File: config.mk
export PLATFORM = sky130hd
export DESIGN_NAME = proj_sequencer
export DESIGN_NICKNAME = d
export VERILOG_FILES = /design/src/rtl/proj_sequencer.sv
export SDC_FILE = /design/constraint.sdc
export NUM_CORES = 1
export LEC_CHECK = 0
export ABC_AREA = 1
export BUFFER_PORTS_ARGS = -buffer_cell sky130_fd_sc_hd__buf_2
export CORE_AREA = 2 2 70 72
export CTS_CLUSTER_DIAMETER = 80
export CTS_CLUSTER_SIZE = 16
export DETAILED_ROUTE_END_ITERATION = 10
export DIE_AREA = 0 0 72 74
export PLACE_DENSITY = 0.73
export SLEW_MARGIN = 40
export SYNTH_ARGS = -nofsm -noshare
export SYNTH_HDL_FRONTEND = slang
export SYNTH_SLANG_ARGS = --single-unit
File: constraint.sdc
create_clock -name CLOCK_50 -period 1.95 [get_ports CLOCK_50]
set_input_delay 0 -clock CLOCK_50 [delete_from_list [all_inputs] [get_ports CLOCK_50]]
set_output_delay 0 -clock CLOCK_50 [all_outputs]
set_load 0.01 [all_outputs]
File: src/rtl/proj_sequencer.sv
// Operand/strobe sequencer for the 3x3 projection matrix-vector product.
// Optional divide stage enabled by defining PROJSEQ_DIVIDE_EN.
module proj_sequencer #(
  parameter int MULT_LAT = 4,
  parameter int ADD_LAT  = 4,
  parameter int DIV_LAT  = 6
) (
  input  logic       CLOCK_50,
  input  logic       RESET_N,
  input  logic       start,
  output logic       busy,
  output logic       done,
  output logic       mul_valid,
  output logic [1:0] mul_row,
  output logic [1:0] mul_col,
  output logic       prod_we,
  output logic [3:0] prod_idx,
  output logic       add_valid,
  output logic       add_op,
  output logic [1:0] add_row,
`ifdef PROJSEQ_DIVIDE_EN
  output logic       div_valid,
  output logic       div_sel,
  output logic       div_we,
  output logic       div_idx,
`endif
  output logic       sum_we,
  output logic [1:0] sum_row,
  output logic       res_we,
  output logic [1:0] res_row
);

`ifdef PROJSEQ_DIVIDE_EN
  typedef enum logic [2:0] {
    IDLE, RUN, DRAIN, DIV, DONE
  } state_t;
`else
  typedef enum logic [2:0] {
    IDLE, RUN, DRAIN, DONE
  } state_t;
`endif

  state_t state, state_n;

  logic [1:0] mr, mc;
  logic [3:0] idx_in;
  logic [8:0] p_av;
  logic [2:0] s_av;
  logic [2:0] iss0, iss1;
  logic [2:0] el0, el1;
  logic [1:0] res_cnt;
  logic       active;

  logic [MULT_LAT-1:0] mp_v;
  logic [3:0]          mp_idx [MULT_LAT];
  logic [ADD_LAT-1:0]  ap_v;
  logic [ADD_LAT-1:0]  ap_op;
  logic [1:0]          ap_row [ADD_LAT];

  assign busy      = (state != IDLE);
  assign done      = (state == DONE);
  assign active    = (state == RUN) || (state == DRAIN);
  assign mul_valid = (state == RUN);
  assign mul_row   = mul_valid ? mr : 2'd0;
  assign mul_col   = mul_valid ? mc : 2'd0;
  assign idx_in    = {2'b00, mr} + {1'b0, mr, 1'b0} + {2'b00, mc};

  assign prod_we  = mp_v[MULT_LAT-1];
  assign prod_idx = prod_we ? mp_idx[MULT_LAT-1] : 4'd0;

  assign sum_we  = ap_v[ADD_LAT-1] & ~ap_op[ADD_LAT-1];
  assign res_we  = ap_v[ADD_LAT-1] &  ap_op[ADD_LAT-1];
  assign sum_row = sum_we ? ap_row[ADD_LAT-1] : 2'd0;
  assign res_row = res_we ? ap_row[ADD_LAT-1] : 2'd0;

  assign el0 = {p_av[6] & p_av[7],
                p_av[3] & p_av[4],
                p_av[0] & p_av[1]} & ~iss0;
  assign el1 = {p_av[8] & s_av[2],
                p_av[5] & s_av[1],
                p_av[2] & s_av[0]} & ~iss1;

  // op1 outranks op0 so a finishing row never waits behind a new one
  always_comb begin
    add_valid = 1'b0;
    add_op    = 1'b0;
    add_row   = 2'd0;
    if (active) begin
      if (|el1) begin
        add_valid = 1'b1;
        add_op    = 1'b1;
        add_row   = el1[0] ? 2'd0 : (el1[1] ? 2'd1 : 2'd2);
      end else if (|el0) begin
        add_valid = 1'b1;
        add_row   = el0[0] ? 2'd0 : (el0[1] ? 2'd1 : 2'd2);
      end
    end
  end

`ifdef PROJSEQ_DIVIDE_EN
  logic [1:0]         div_cnt;
  logic [DIV_LAT-1:0] dp_v;
  logic [DIV_LAT-1:0] dp_s;

  assign div_valid = (state == DIV) && !div_cnt[1];
  assign div_sel   = div_valid & div_cnt[0];
  assign div_we    = dp_v[DIV_LAT-1];
  assign div_idx   = div_we & dp_s[DIV_LAT-1];

  always_ff @(posedge CLOCK_50 or negedge RESET_N) begin
    if (!RESET_N) begin
      div_cnt <= 2'd0;
      dp_v    <= '0;
      dp_s    <= '0;
    end else begin
      dp_v[0] <= div_valid;
      dp_s[0] <= div_sel;
      for (int i = 1; i < DIV_LAT; i++) begin
        dp_v[i] <= dp_v[i-1];
        dp_s[i] <= dp_s[i-1];
      end
      if (state == DONE)
        div_cnt <= 2'd0;
      else if (div_valid)
        div_cnt <= div_cnt + 2'd1;
    end
  end
`else
  logic unused_div;
  assign unused_div = (DIV_LAT != 0);
`endif

  always_comb begin
    state_n = state;
    case (state)
      IDLE:  if (start) state_n = RUN;
      RUN:   if (mr == 2'd2 && mc == 2'd2) state_n = DRAIN;
`ifdef PROJSEQ_DIVIDE_EN
      DRAIN: if (res_we && res_cnt == 2'd2) state_n = DIV;
      DIV:   if (div_we && div_idx) state_n = DONE;
`else
      DRAIN: if (res_we && res_cnt == 2'd2) state_n = DONE;
`endif
      DONE:  state_n = IDLE;
      default: state_n = IDLE;
    endcase
  end

  always_ff @(posedge CLOCK_50 or negedge RESET_N) begin
    if (!RESET_N) state <= IDLE;
    else          state <= state_n;
  end

  always_ff @(posedge CLOCK_50 or negedge RESET_N) begin
    if (!RESET_N) begin
      mr <= 2'd0;
      mc <= 2'd0;
    end else if (mul_valid) begin
      if (mc == 2'd2) begin
        mc <= 2'd0;
        mr <= (mr == 2'd2) ? 2'd0 : mr + 2'd1;
      end else begin
        mc <= mc + 2'd1;
      end
    end
  end

  always_ff @(posedge CLOCK_50 or negedge RESET_N) begin
    if (!RESET_N) begin
      mp_v <= '0;
      ap_v <= '0;
      ap_op <= '0;
      for (int i = 0; i < MULT_LAT; i++) mp_idx[i] <= 4'd0;
      for (int i = 0; i < ADD_LAT; i++) ap_row[i] <= 2'd0;
    end else begin
      mp_v[0]   <= mul_valid;
      mp_idx[0] <= idx_in;
      for (int i = 1; i < MULT_LAT; i++) begin
        mp_v[i]   <= mp_v[i-1];
        mp_idx[i] <= mp_idx[i-1];
      end
      ap_v[0]   <= add_valid;
      ap_op[0]  <= add_op;
      ap_row[0] <= add_row;
      for (int i = 1; i < ADD_LAT; i++) begin
        ap_v[i]   <= ap_v[i-1];
        ap_op[i]  <= ap_op[i-1];
        ap_row[i] <= ap_row[i-1];
      end
    end
  end

  always_ff @(posedge CLOCK_50 or negedge RESET_N) begin
    if (!RESET_N) begin
      p_av    <= '0;
      s_av    <= '0;
      iss0    <= '0;
      iss1    <= '0;
      res_cnt <= 2'd0;
    end else if (state == DONE) begin
      p_av    <= '0;
      s_av    <= '0;
      iss0    <= '0;
      iss1    <= '0;
      res_cnt <= 2'd0;
    end else begin
      if (prod_we) p_av[prod_idx] <= 1'b1;
      if (sum_we)  s_av[sum_row]  <= 1'b1;
      if (add_valid) begin
        if (add_op) iss1[add_row] <= 1'b1;
        else        iss0[add_row] <= 1'b1;
      end
      if (res_we) res_cnt <= res_cnt + 2'd1;
    end
  end

endmodule

==> After elaboration in Yosys (flattened, before gate mapping) <==
Cells that the tools add are included.
{ "totals": {"elab_cells": 117, "out_inout_bits": 22, "inputBits": 3, "reg_bits": 63} }
{ "op_classes": {"eq_ne": 10, "add_sub_neg": 5, "n_lt_le_gt_ge": 6, "bitwise": 17, "mux": 41, "n_reduce_logical": 19} }
{ "ops": {"columns": ["cell", "n"], "rows": [
  ["$mux W3", 11],
  ["$mux W2", 15],
  ["$mux W9", 2],
  ["$reduce_bool A2 Y1", 5],
  ["$or A3 B3 Y3", 3],
  ["$or A9 B9 Y9", 1],
  ["$pmux W3 S3", 1],
  ["$and A1 B1 Y1", 8],
  ["$mux W1", 8],
  ["$add A2 B1 Y2 const B", 3],
  ["$and A3 B3 Y3", 2],
  ["$eq A2 B2 Y1 const B", 3],
  ["$eq A3 B2 Y1 const B", 2],
  ["$lt A2 B3 Y1 const B", 2],
  ["$not A3 Y3", 2],
  ["$reduce_and A2 Y1", 3],
  ["$reduce_or A3 Y1", 2],
  ["$logic_and A1 B1 Y1", 5],
  ["$lt A4 B5 Y1 const B", 1],
  ["$add A2 B3 Y4", 1],
  ["$add A4 B2 Y4", 1],
  ["$demux W1 S2", 2],
  ["$demux W1 S4", 1],
  ["$ge A2 B1 Y1 const B", 2],
  ["10 further kinds", 12]
]} }

==> Logic depth before layout (Yosys ltp) <==
Gate-level depths: netlist of run 1.
{ "logic_depth": {"ltp_word": 15, "depth_mapped": 9, "depth_no_buf": 9} }

==> Worst setup path after synthesis of run 1 <==
Ideal clock, no wire load.
{ "synth_path": {"kind": "reg-to-reg", "start": "register mr[0]", "end": "register mp_idx[14] (netlist bit)", "setup_ns": 0.136, "period_less_slack_ns": 1.650, "path_stages_with_launch": 4, "required_time_ns": 1.814, "n_path_buf": 0, "t_arrival_ns": 1.514, "path_slack_ns": 0.300, "cell_sequence": "dfrtp_1 > fa_1 > ha_1 > fa_1"} }
{ "synth_between": {"elab_chain_cells": 2} }
{ "synth_lines": {"columns": ["item", "line", "source"], "rows": [
  ["from (decl)", "45", "logic [1:0] mr, mc;"],
  ["from (signal assigned)", "161", "mr <= (mr == 2'd2) ? 2'd0 : mr + 2'd1;"],
  ["$add A2 B3 Y4", "66", "assign idx_in = {2'b00, mr} + {1'b0, mr, 1'b0} + {2'b00, mc};"],
  ["$add A4 B2 Y4", "66", null],
  ["named net idx_in[2]", "46", "logic [3:0] idx_in;"],
  ["to (signal, indexed assignment)", "180", "mp_idx[i] <= mp_idx[i-1];"],
  ["to (decl)", "55", "logic [3:0] mp_idx [MULT_LAT];"]
]} }
The timed path passes the listed nets, and every way through them passes these cells.
A chain may end at the register's enable or synchronous reset.

==> Final worst setup path of run 1 <==
Same ends and word-level chain as after synthesis.

==> results of run 1 <==
## critical path, cell delays in order, from the launching register on
cell	delay (ns)
dfrtp_1	0.44
fa_1	0.52
ha_1	0.24
fa_1	0.43
## Yosys cell counts, drive strengths merged
master / n / area [um2]
a211oi: 1 / 7.510
a21oi: 13 / 83.83
a31oi: 9 / 56.30
buf: 1 / 5.000
clkbuf: 1 / 3.750
clkinv: 1 / 5.000
dfrtp: 62 / 1551
fa: 2 / 40.04
ha: 10 / 125.1
inv: 33 / 123.9
nand2: 29 / 136.4
nand3: 13 / 95.09
nor2: 33 / 141.4
nor3: 1 / 5.000
o211ai: 1 / 21.27
o21ai: 1 / 5.000
o31ai: 1 / 12.51
## metal layers
metal  global-route usage (%)  vias up
li1                         -      740
met1                    22.96      705
met2                    27.37       28
met3                    5.827        5
met4                    8.805        0
met5                        0        -
## report_power, final
group | switching, W | total (W) | internal [W]
Clock | 0.000443 | 0.00110 | 0.000653
Combinational | 0.000828 | 0.00133 | 0.000499
Sequential | 0.000269 | 0.00201 | 0.00175
## registers in the layout, summed over array words and instances, names as in the netlist
signal	flops
mp_idx	16
mc	2
ap_op	4
res_cnt	2
state	2
mr	2
iss1	3
s_av	3
ap_row	8
p_av	9
iss0	3
ap_v	4
mp_v	4
## layout make-up
cell class	count	area, um2	area share (%)
Inverter	34	128.9	4.545
Tap cell	54	67.56	2.383
Clock buffer	12	155.1	5.472
Sequential cell	62	1551	54.72
Timing Repair Buffer	27	157.7	5.560
Clock inverter	4	45.04	1.589
Multi-Input combinational cell	114	729.5	25.73
## per-stage QoR
| step | util (%) | worst slack (ns) | hold WS (ns) | cell area [um2] |
|---|---|---|---|---|
| 2_1_floorplan | - | 0.3003 | -0.2956 | 2419 |
| 4_1_cts | 61.66 | 0.1807 | 0.005154 | 2835 |
| 3_5_place_dp | 57.09 | 0.2230 | 0.03727 | 2625 |
| 3_3_place_gp | 57.09 | 0.2826 | 0.03033 | 2625 |
| 6_report | 61.66 | 0.1909 | 0.01996 | 2835 |
| 5_1_grt | 61.66 | 0.1061 | 0.02165 | 2835 |
## cells by family (layout without fill, tap and decap cells)
family | count (synthesis) | after routing
simple gates | 76 | 76
compound gates | 26 | 26
flops | 62 | 62
buf+inv | 36 | 77
fa+ha+maj | 12 | 12
## how the worst min path moves through the flow
stage / from / end / slack [ns] / cells past startpoint
finish: start / state[1]$_DFFE_PN0P_ / 0.02 / 4
detailed placement: RESET_N / mr[0]$_DFFE_PN0P_ / 0.04 / 1
floorplan: RESET_N / ap_op[0]$_DFF_PN0_ / -0.30 / 0
global placement: RESET_N / mr[0]$_DFFE_PN0P_ / 0.03 / 1
global route: start / state[1]$_DFFE_PN0P_ / 0.02 / 3
CTS: start / state[1]$_DFFE_PN0P_ / 0.005 / 4
## repair_timing
action	CTS	global route
hold endpoints to repair	26	0
hold buffers	1	0
gates resized for setup	0	0
==> impl_metrics.env, run 1 <==
export IMPL_synth_top_family_by_area="simple AND/OR/NAND/NOR gates"
export IMPL_io_pin_count=25
export IMPL_syn_avg_cell_area_um2=11.41
export IMPL_initial_core_util_pct=52.60
export IMPL_peakVddDrop_uv=962.0
export IMPL_synth_cell_types=23
export IMPL_fin_skew_ns=0.004287
export IMPL_syn_instance_count=212
export IMPL_total_power_w=0.004439
export IMPL_yosysSeqAreaShare_pct=64.15
export IMPL_fp_dieW_um=72
export IMPL_startpoint_type="flip-flop"
export IMPL_endpoint="mp_idx[14]$_DFF_PN0_"
export IMPL_fmax_mhz=568.5
export IMPL_synth_xor_area_share_pct=0
export IMPL_syn_to_final_growth_pct=17.23
export IMPL_clk_pin_slew_ns=0.06
export IMPL_vias=1478
export IMPL_grt_pass1_wl_um=6810
export IMPL_post_cts_setup_buffers=0
export IMPL_crit_type="flip-flop to flip-flop"
export IMPL_hpwl_um=2865
export IMPL_synthesis_area_mm2=0.002419
export IMPL_drc=0
export IMPL_fin_nets=263
export IMPL_synth_area_mux_share_pct=0
export IMPL_place_congestion=0.8185
export IMPL_ant_nets=0
export IMPL_power_density_mw_per_mm2=1565
export IMPL_chipHeight_um=74
export IMPL_io_buffers=24
export IMPL_top_layer_used="met4"
export IMPL_finalCritPeriodShare_pct=90.21
export IMPL_synth_warnings=0
export IMPL_status="finished clean"
export IMPL_drive_above_1_share_pct=32.41
export IMPL_cts_num_sinks=62
export IMPL_hold_viol=0
export IMPL_place_inst=290
export IMPL_crit_start="mr[0]$_DFFE_PN0P_"
export IMPL_wire_per_inst_um=13.14
export IMPL_path_max_fanout=5
export IMPL_r2r_start="mr[0]$_DFFE_PN0P_"
export IMPL_worstRegToRegCells=3
export IMPL_cts_buffers=9
export IMPL_critical_path_arrival_ns=1.95
export IMPL_vias_per_cell=4.814
export IMPL_antenna_found_initial=0
export IMPL_die_area_mm2=0.005328
export IMPL_critPathCaptureType="flip-flop"
export IMPL_r2r_end="mp_idx[14]$_DFF_PN0_"
export IMPL_grt_max_degree=37
export IMPL_ys_ff_latch=62
export IMPL_core_area_mm2=0.004598
export IMPL_grtUsageTotal_pct=17.75
export IMPL_final_cell_mix="dfrtp_1, nor2_1, buf_2"
export IMPL_drtIter0Drc=89
export IMPL_yosys_area_share_simple_pct=15.62
export IMPL_synth_compound_area_share_pct=7.708
export IMPL_drv_slew=0
export IMPL_finalNonFillerCells=307
export IMPL_setup_viol=0
export IMPL_leakage_nw=1.529
export IMPL_clock_latency_ns=0.32
export IMPL_rsz0062_at_grt="false"
export IMPL_syn_num_nets=227
export IMPL_hold_path_class="primary input to flip-flop"
export IMPL_n_fill_cell=355
export IMPL_worst_ep_required_time_ns=2.14
export IMPL_tritoncts="built"
export IMPL_root_buffer="clkbuf_8"
export IMPL_first_global_vias=1459
export IMPL_maxCapViolCount=0
export IMPL_grt_ovfl_total=0
export IMPL_htreeDepth=3
export IMPL_final_common_cell="dfrtp_1"
export IMPL_synth_fa_ha_area_share_pct=6.829
export IMPL_timing_slew_headroom_pct=60.01
export IMPL_tightest_slew_ns=0.5999
export IMPL_cts_buffer_depth=2
export IMPL_n_antenna_cell=0
export IMPL_wl_met1_um=1844
export IMPL_dr_wl_met2_um=1981
export IMPL_r2r_slack_ns=0.19
export IMPL_tns_ns=0
export IMPL_dr_pass1_iters=4
export IMPL_postRouteWirelength_um=4034
export IMPL_layout_min_cycle_time_ns=1.759
export IMPL_std_cell_rows=25
export IMPL_wl_met3_um=143
Power figures use the tool's default switching activity.
==> run 2, diff against run 1 <==
--- a/config.mk
+++ b/config.mk
@@ -6,7 +6,7 @@
 export NUM_CORES = 1
 export LEC_CHECK = 0
 export ABC_AREA = 1
-export BUFFER_PORTS_ARGS = -buffer_cell sky130_fd_sc_hd__buf_2
+export BUFFER_PORTS_ARGS = -buffer_cell sky130_fd_sc_hd__clkbuf_2
 export CORE_AREA = 2 2 70 72
 export CTS_CLUSTER_DIAMETER = 80
 export CTS_CLUSTER_SIZE = 16
==> impl_metrics.env, run 2 (synthesized netlist as in run 1, its figures left out) <==
export IMPL_hpwl_um=2887
export IMPL_timing_slew_headroom_pct=69.02
export IMPL_antenna_found_initial=0
export IMPL_worstRegToRegCells=3
export IMPL_postRouteWirelength_um=3957
export IMPL_root_buffer="clkbuf_8"
export IMPL_final_cell_mix="dfrtp_1, nor2_1, clkbuf_2"
export IMPL_fin_skew_ns=0.007166
export IMPL_r2r_end="mp_idx[14]$_DFF_PN0_"
export IMPL_grtUsageTotal_pct=17.70
export IMPL_wire_per_inst_um=12.93
export IMPL_leakage_nw=1.495
export IMPL_min_path_cells=4
export IMPL_crit_type="flip-flop to flip-flop"
export IMPL_crit_buf_inv=0
export IMPL_core_area_mm2=0.004598
export IMPL_first_global_vias=1443
export IMPL_hold_buffers=1
export IMPL_ant_nets=0
export IMPL_vias_per_cell=4.895
export IMPL_cpPeakStageDelay_ns=0.49
export IMPL_critPathCaptureType="flip-flop"
export IMPL_crit_top_cell="fa_1"
export IMPL_post_cts_setup_buffers=0
export IMPL_tightest_slew_ns=0.4648
export IMPL_cts_buffer_depth=2
export IMPL_cts_resized=0
export IMPL_status="finished clean"
export IMPL_finalCritPeriodShare_pct=90.33
export IMPL_drc=0
export IMPL_drive_above_1_share_pct=31.75
export IMPL_std_cell_rows=25
export IMPL_largest_register_ffs=16
export IMPL_initial_core_util_pct=52.60
export IMPL_post_route_cell_area_mm2=0.002798
export IMPL_vias=1498
export IMPL_regMostFlops="mp_idx"
export IMPL_maxCapViolCount=0
export IMPL_die_area_mm2=0.005328
export IMPL_r2r_start="mr[1]$_DFFE_PN0P_"
export IMPL_startpoint_type="flip-flop"
export IMPL_worst_path_stages=3
export IMPL_peakVddDrop_uv=1039
export IMPL_n_antenna_cell=0
export IMPL_chipHeight_um=74
export IMPL_tns_ns=0
export IMPL_clock_latency_ns=0.33
export IMPL_drv_slew=0
export IMPL_clk_pin_slew_ns=0.06
export IMPL_place_congestion=0.8144
export IMPL_io_buffers=24
export IMPL_dr_pass1_iters=4
export IMPL_cts_num_sinks=62
export IMPL_layout_min_cycle_time_ns=1.762
export IMPL_fp_dieW_um=72
export IMPL_placed_cell_area_mm2=0.002633
export IMPL_path_cells="fa_1, ha_1, fa_1"
export IMPL_cts_buffers=9
export IMPL_setup_viol=0
export IMPL_hold_viol=0
export IMPL_critical_path_arrival_ns=1.95
export IMPL_syn_to_final_growth_pct=15.67
export IMPL_reg_top3="mp_idx (16), p_av (9), ap_row (8)"
export IMPL_hp_start="start"
export IMPL_tritoncts="built"
export IMPL_grt_ovfl_total=0
export IMPL_htreeDepth=3
export IMPL_hold_worst_slack_ns=0.03281
export IMPL_whs_endpoint="state[1]$_DFFE_PN0P_"
export IMPL_path_max_fanout=5
export IMPL_power_density_mw_per_mm2=1514
export IMPL_grt_pass1_wl_um=6762
export IMPL_fin_nets=264
export IMPL_drtIter0Drc=147
export IMPL_n_fill_cell=366
export IMPL_io_pin_count=25
export IMPL_hold_path_class="primary input to flip-flop"
export IMPL_rsz0062_at_grt="false"
export IMPL_worst_ep_required_time_ns=2.14
export IMPL_final_common_cell="dfrtp_1"
export IMPL_r2r_slack_ns=0.19
export IMPL_fmax_mhz=567.7
export IMPL_grt_max_degree=33
export IMPL_cp_slowest_cell="fa_1"
export IMPL_critPathTopFamily="adder cells"
[run 2: worst max path at each step]
| stage | from | to | slack [ns] |
|---|---|---|---|
| 4_1_cts | mr[1]$_DFFE_PN0P_ | mp_idx[14]$_DFF_PN0_ | 0.17 |
| 6_report | mr[1]$_DFFE_PN0P_ | mp_idx[14]$_DFF_PN0_ | 0.19 |
| 2_1_floorplan | mr[0]$_DFFE_PN0P_ | mp_idx[14]$_DFF_PN0_ | 0.30 |
| 3_3_place_gp | mr[0]$_DFFE_PN0P_ | mp_idx[14]$_DFF_PN0_ | 0.28 |
| 3_5_place_dp | mr[1]$_DFFE_PN0P_ | mp_idx[14]$_DFF_PN0_ | 0.19 |
| 5_1_grt | state[0]$_DFFE_PN0P_ | add_row[0] | 0.1 |
[run 2: area by class of cell]
type                    instances  area, um2  area share, %
clock inverters                 2      10.01         0.3578
inverters                      34      128.9          4.606
well taps                      54      67.56          2.415
multi-input cells             114      729.5          26.07
flip-flops and latches         62       1551          55.46
repair buffers                 28      165.2          5.903
clock buffers                  12      145.1          5.188
[run 2: power breakdown]
part	switching (W)	total, W	internal [W]
logic	0.000817	0.00131	0.000496
clock network	0.000432	0.000909	0.000478
registers	0.000269	0.00201	0.00174
[run 2: worst reg2reg max path: stages (launching register included)]
cell     delay, ns
dfrtp_1       0.46
fa_1          0.49
ha_1          0.23
fa_1          0.45
[run 2: per-layer routing]
metal / vias to the layer above / global-route usage [%] / wire, um
li1: 741 / - / -
met1: 727 / 23.49 / 1809
met2: 26 / 26.03 / 1923
met3: 4 / 6.098 / 179
met4: 0 / 9.434 / 45
met5: - / 0 / 0
[run 2: per-stage QoR]
step                      total power [W]  cells  setup slack, ns  utilization (%)
after global routing             0.004581    306          0.09720            60.84
after CTS                        0.004301    306           0.1720            60.84
after global placement           0.003277    291           0.2831            57.25
after floorplan                  0.002913    212           0.3003                -
after detailed placement         0.003371    291           0.1858            57.25
final                            0.004237    306           0.1885            60.84
==> run 3, diff against run 2 <==
--- a/config.mk
+++ b/config.mk
@@ -7,12 +7,12 @@
 export LEC_CHECK = 0
 export ABC_AREA = 1
 export BUFFER_PORTS_ARGS = -buffer_cell sky130_fd_sc_hd__clkbuf_2
-export CORE_AREA = 2 2 70 72
+export CORE_AREA = 2 2 72 74
 export CTS_CLUSTER_DIAMETER = 80
 export CTS_CLUSTER_SIZE = 16
 export DETAILED_ROUTE_END_ITERATION = 10
-export DIE_AREA = 0 0 72 74
-export PLACE_DENSITY = 0.73
+export DIE_AREA = 0 0 74 76
+export PLACE_DENSITY = 0.72
 export SLEW_MARGIN = 40
 export SYNTH_ARGS = -nofsm -noshare
 export SYNTH_HDL_FRONTEND = slang
==> constraint.sdc (replaced) <==
create_clock -name CLOCK_50 -period 1.56 [get_ports CLOCK_50]
set_input_delay 0 -clock CLOCK_50 [delete_from_list [all_inputs] [get_ports CLOCK_50]]
set_output_delay 0 -clock CLOCK_50 [all_outputs]
set_load 0.01 [all_outputs]
==> impl_metrics.env, run 3 (synthesized netlist as in run 1, its figures left out) <==
export IMPL_vias=1544
export IMPL_core_area_mm2=0.004912
export IMPL_die_area_mm2=0.005624
export IMPL_ant_nets=0
export IMPL_fin_util_pct=60.80
export IMPL_syn_to_final_growth_pct=23.49
export IMPL_std_cell_rows=26
export IMPL_clk_pin_slew_ns=0.06
export IMPL_clock_latency_ns=0.33
export IMPL_tightest_slew_ns=0.3180
export IMPL_path_max_fanout=2
export IMPL_drive_above_1_share_pct=37.45
export IMPL_chipHeight_um=76
export IMPL_fin_skew_ns=0.004579
export IMPL_total_power_w=0.005791
export IMPL_fin_nets=277
export IMPL_startpoint_type="flip-flop"
export IMPL_place_inst=310
export IMPL_status="finished, violations left"
export IMPL_ff_latch_area_mm2=0.001551
export IMPL_hold_viol=0
export IMPL_setup_viol=2
export IMPL_root_buffer="clkbuf_8"
export IMPL_multi_input_area_um2=749.5
export IMPL_first_global_vias=1603
export IMPL_dr_wl_met2_um=2010
export IMPL_crit_type="flip-flop to flip-flop"
export IMPL_worst_ep_required_time_ns=1.76
export IMPL_peakVddDrop_uv=1071
export IMPL_htreeDepth=3
export IMPL_critPathCaptureType="flip-flop"
export IMPL_largest_register_ffs=16
export IMPL_regMostFlops="mp_idx"
export IMPL_worst_slack_ns=-0.06904
export IMPL_top_layer_used="met4"
export IMPL_n_antenna_cell=0
export IMPL_wl_met3_um=164
export IMPL_tritoncts="built"
export IMPL_grt_pass1_wl_um=7300
export IMPL_fp_dieW_um=74
export IMPL_drv_slew=0
export IMPL_io_pin_count=25
export IMPL_grt_ovfl_total=0
export IMPL_wl_met1_um=1830
export IMPL_antenna_found_initial=0
export IMPL_drtIter0Drc=153
export IMPL_final_common_cell="dfrtp_1"
export IMPL_final_cell_mix="dfrtp_1, nor2_1, clkbuf_2"
export IMPL_cts_buffers=9
export IMPL_drc=0
export IMPL_leakage_nw=1.573
export IMPL_critical_path_arrival_ns=1.83
export IMPL_place_congestion=0.7814
export IMPL_finalNonFillerCells=337
export IMPL_timing_slew_headroom_pct=78.80
export IMPL_power_density_mw_per_mm2=1939
export IMPL_finalCritPeriodShare_pct=104.4
export IMPL_initial_core_util_pct=49.24
export IMPL_postRouteWirelength_um=4085
export IMPL_maxCapViolCount=0
export IMPL_hpwl_um=2821
export IMPL_pre_cts_slack_ns=-0.09016
export IMPL_n_fill_cell=399
export IMPL_io_buffers=24
export IMPL_fmax_mhz=613.9
export IMPL_grt_max_degree=63
export IMPL_hold_worst_slack_ns=0.2203
export IMPL_hold_path_class="primary input to asynchronous set/reset pin"
export IMPL_vias_per_cell=4.582
export IMPL_dr_pass1_iters=4
export IMPL_reg_top3="mp_idx (16), p_av (9), ap_row (8)"
export IMPL_cts_num_sinks=62
export IMPL_violations="setup timing"
export IMPL_layout_min_cycle_time_ns=1.629
export IMPL_grtUsageTotal_pct=17.57
export IMPL_cts_buffer_depth=2
export IMPL_rsz0062_at_grt="true"
export IMPL_wire_per_inst_um=12.12
==> run 3: cell type report <==
cell class              instances  area share [%]
flip-flops and latches         62           51.95
multi-input cells             114           25.09
repair buffers                 41           8.881
clock buffers                  13           5.320
inverters                      34           4.399
well taps                      70           2.933
clock inverters                 3           1.424
==> run 3: path summary, 6_finish.rpt <==
path                                          start                    to  slack, ns  cells after the start
worst min-delay path                        RESET_N     mp_v[0]$_DFF_PN0_       0.22                      3
worst min register to register  ap_row[6]$_DFF_PN0_   ap_row[4]$_DFF_PN0_       0.34                      0
worst max-delay path              mc[1]$_DFFE_PN0P_  mp_idx[14]$_DFF_PN0_      -0.07                      3
max in group asynchronous                   RESET_N     ap_v[1]$_DFF_PN0_       1.07                      3
worst max register to register    mc[1]$_DFFE_PN0P_  mp_idx[14]$_DFF_PN0_      -0.07                      3
min in group CLOCK_50           ap_row[6]$_DFF_PN0_   ap_row[4]$_DFF_PN0_       0.34                      0
==> run 3: power by group <==
group	switching [W]	total [W]	internal (W)
sequential	0.000297	0.00248	0.00218
clock	0.000557	0.00138	0.000823
combinational	0.00112	0.00193	0.000810
==> run 3: metrics by stage <==
stage | instance area [um2] | setup TNS [ns]
floorplan | 2421 | -0.06658
global placement | 2678 | -0.04669
detailed placement | 2678 | -0.09185
CTS | 2939 | -0.1579
global route | 2987 | -0.3091
finish | 2987 | -0.1056
==> run 3: what timing repair did <==
action / in CTS / in global routing
cloned: 0 / 0
resized for setup: 3 / 3
pin swaps: 1 / 0
endpoints found under the hold margin: 63 / 0
hold buffers: 2 / 0
endpoints found under the setup margin: 4 / 6
buffers inserted: 3 / 6
==> run 3: worst max-delay path, stage by stage (launching register included) <==
cell and delay [ns]:
dfrtp_1 0.40, fa_1 0.55, ha_2 0.17, fa_1 0.39
==> run 3: routing by layer <==
layer	GRT usage, %	vias up
li1	-	766
met1	22.92	742
met2	25.71	27
met3	6.878	9
met4	8.182	0
met5	0	-
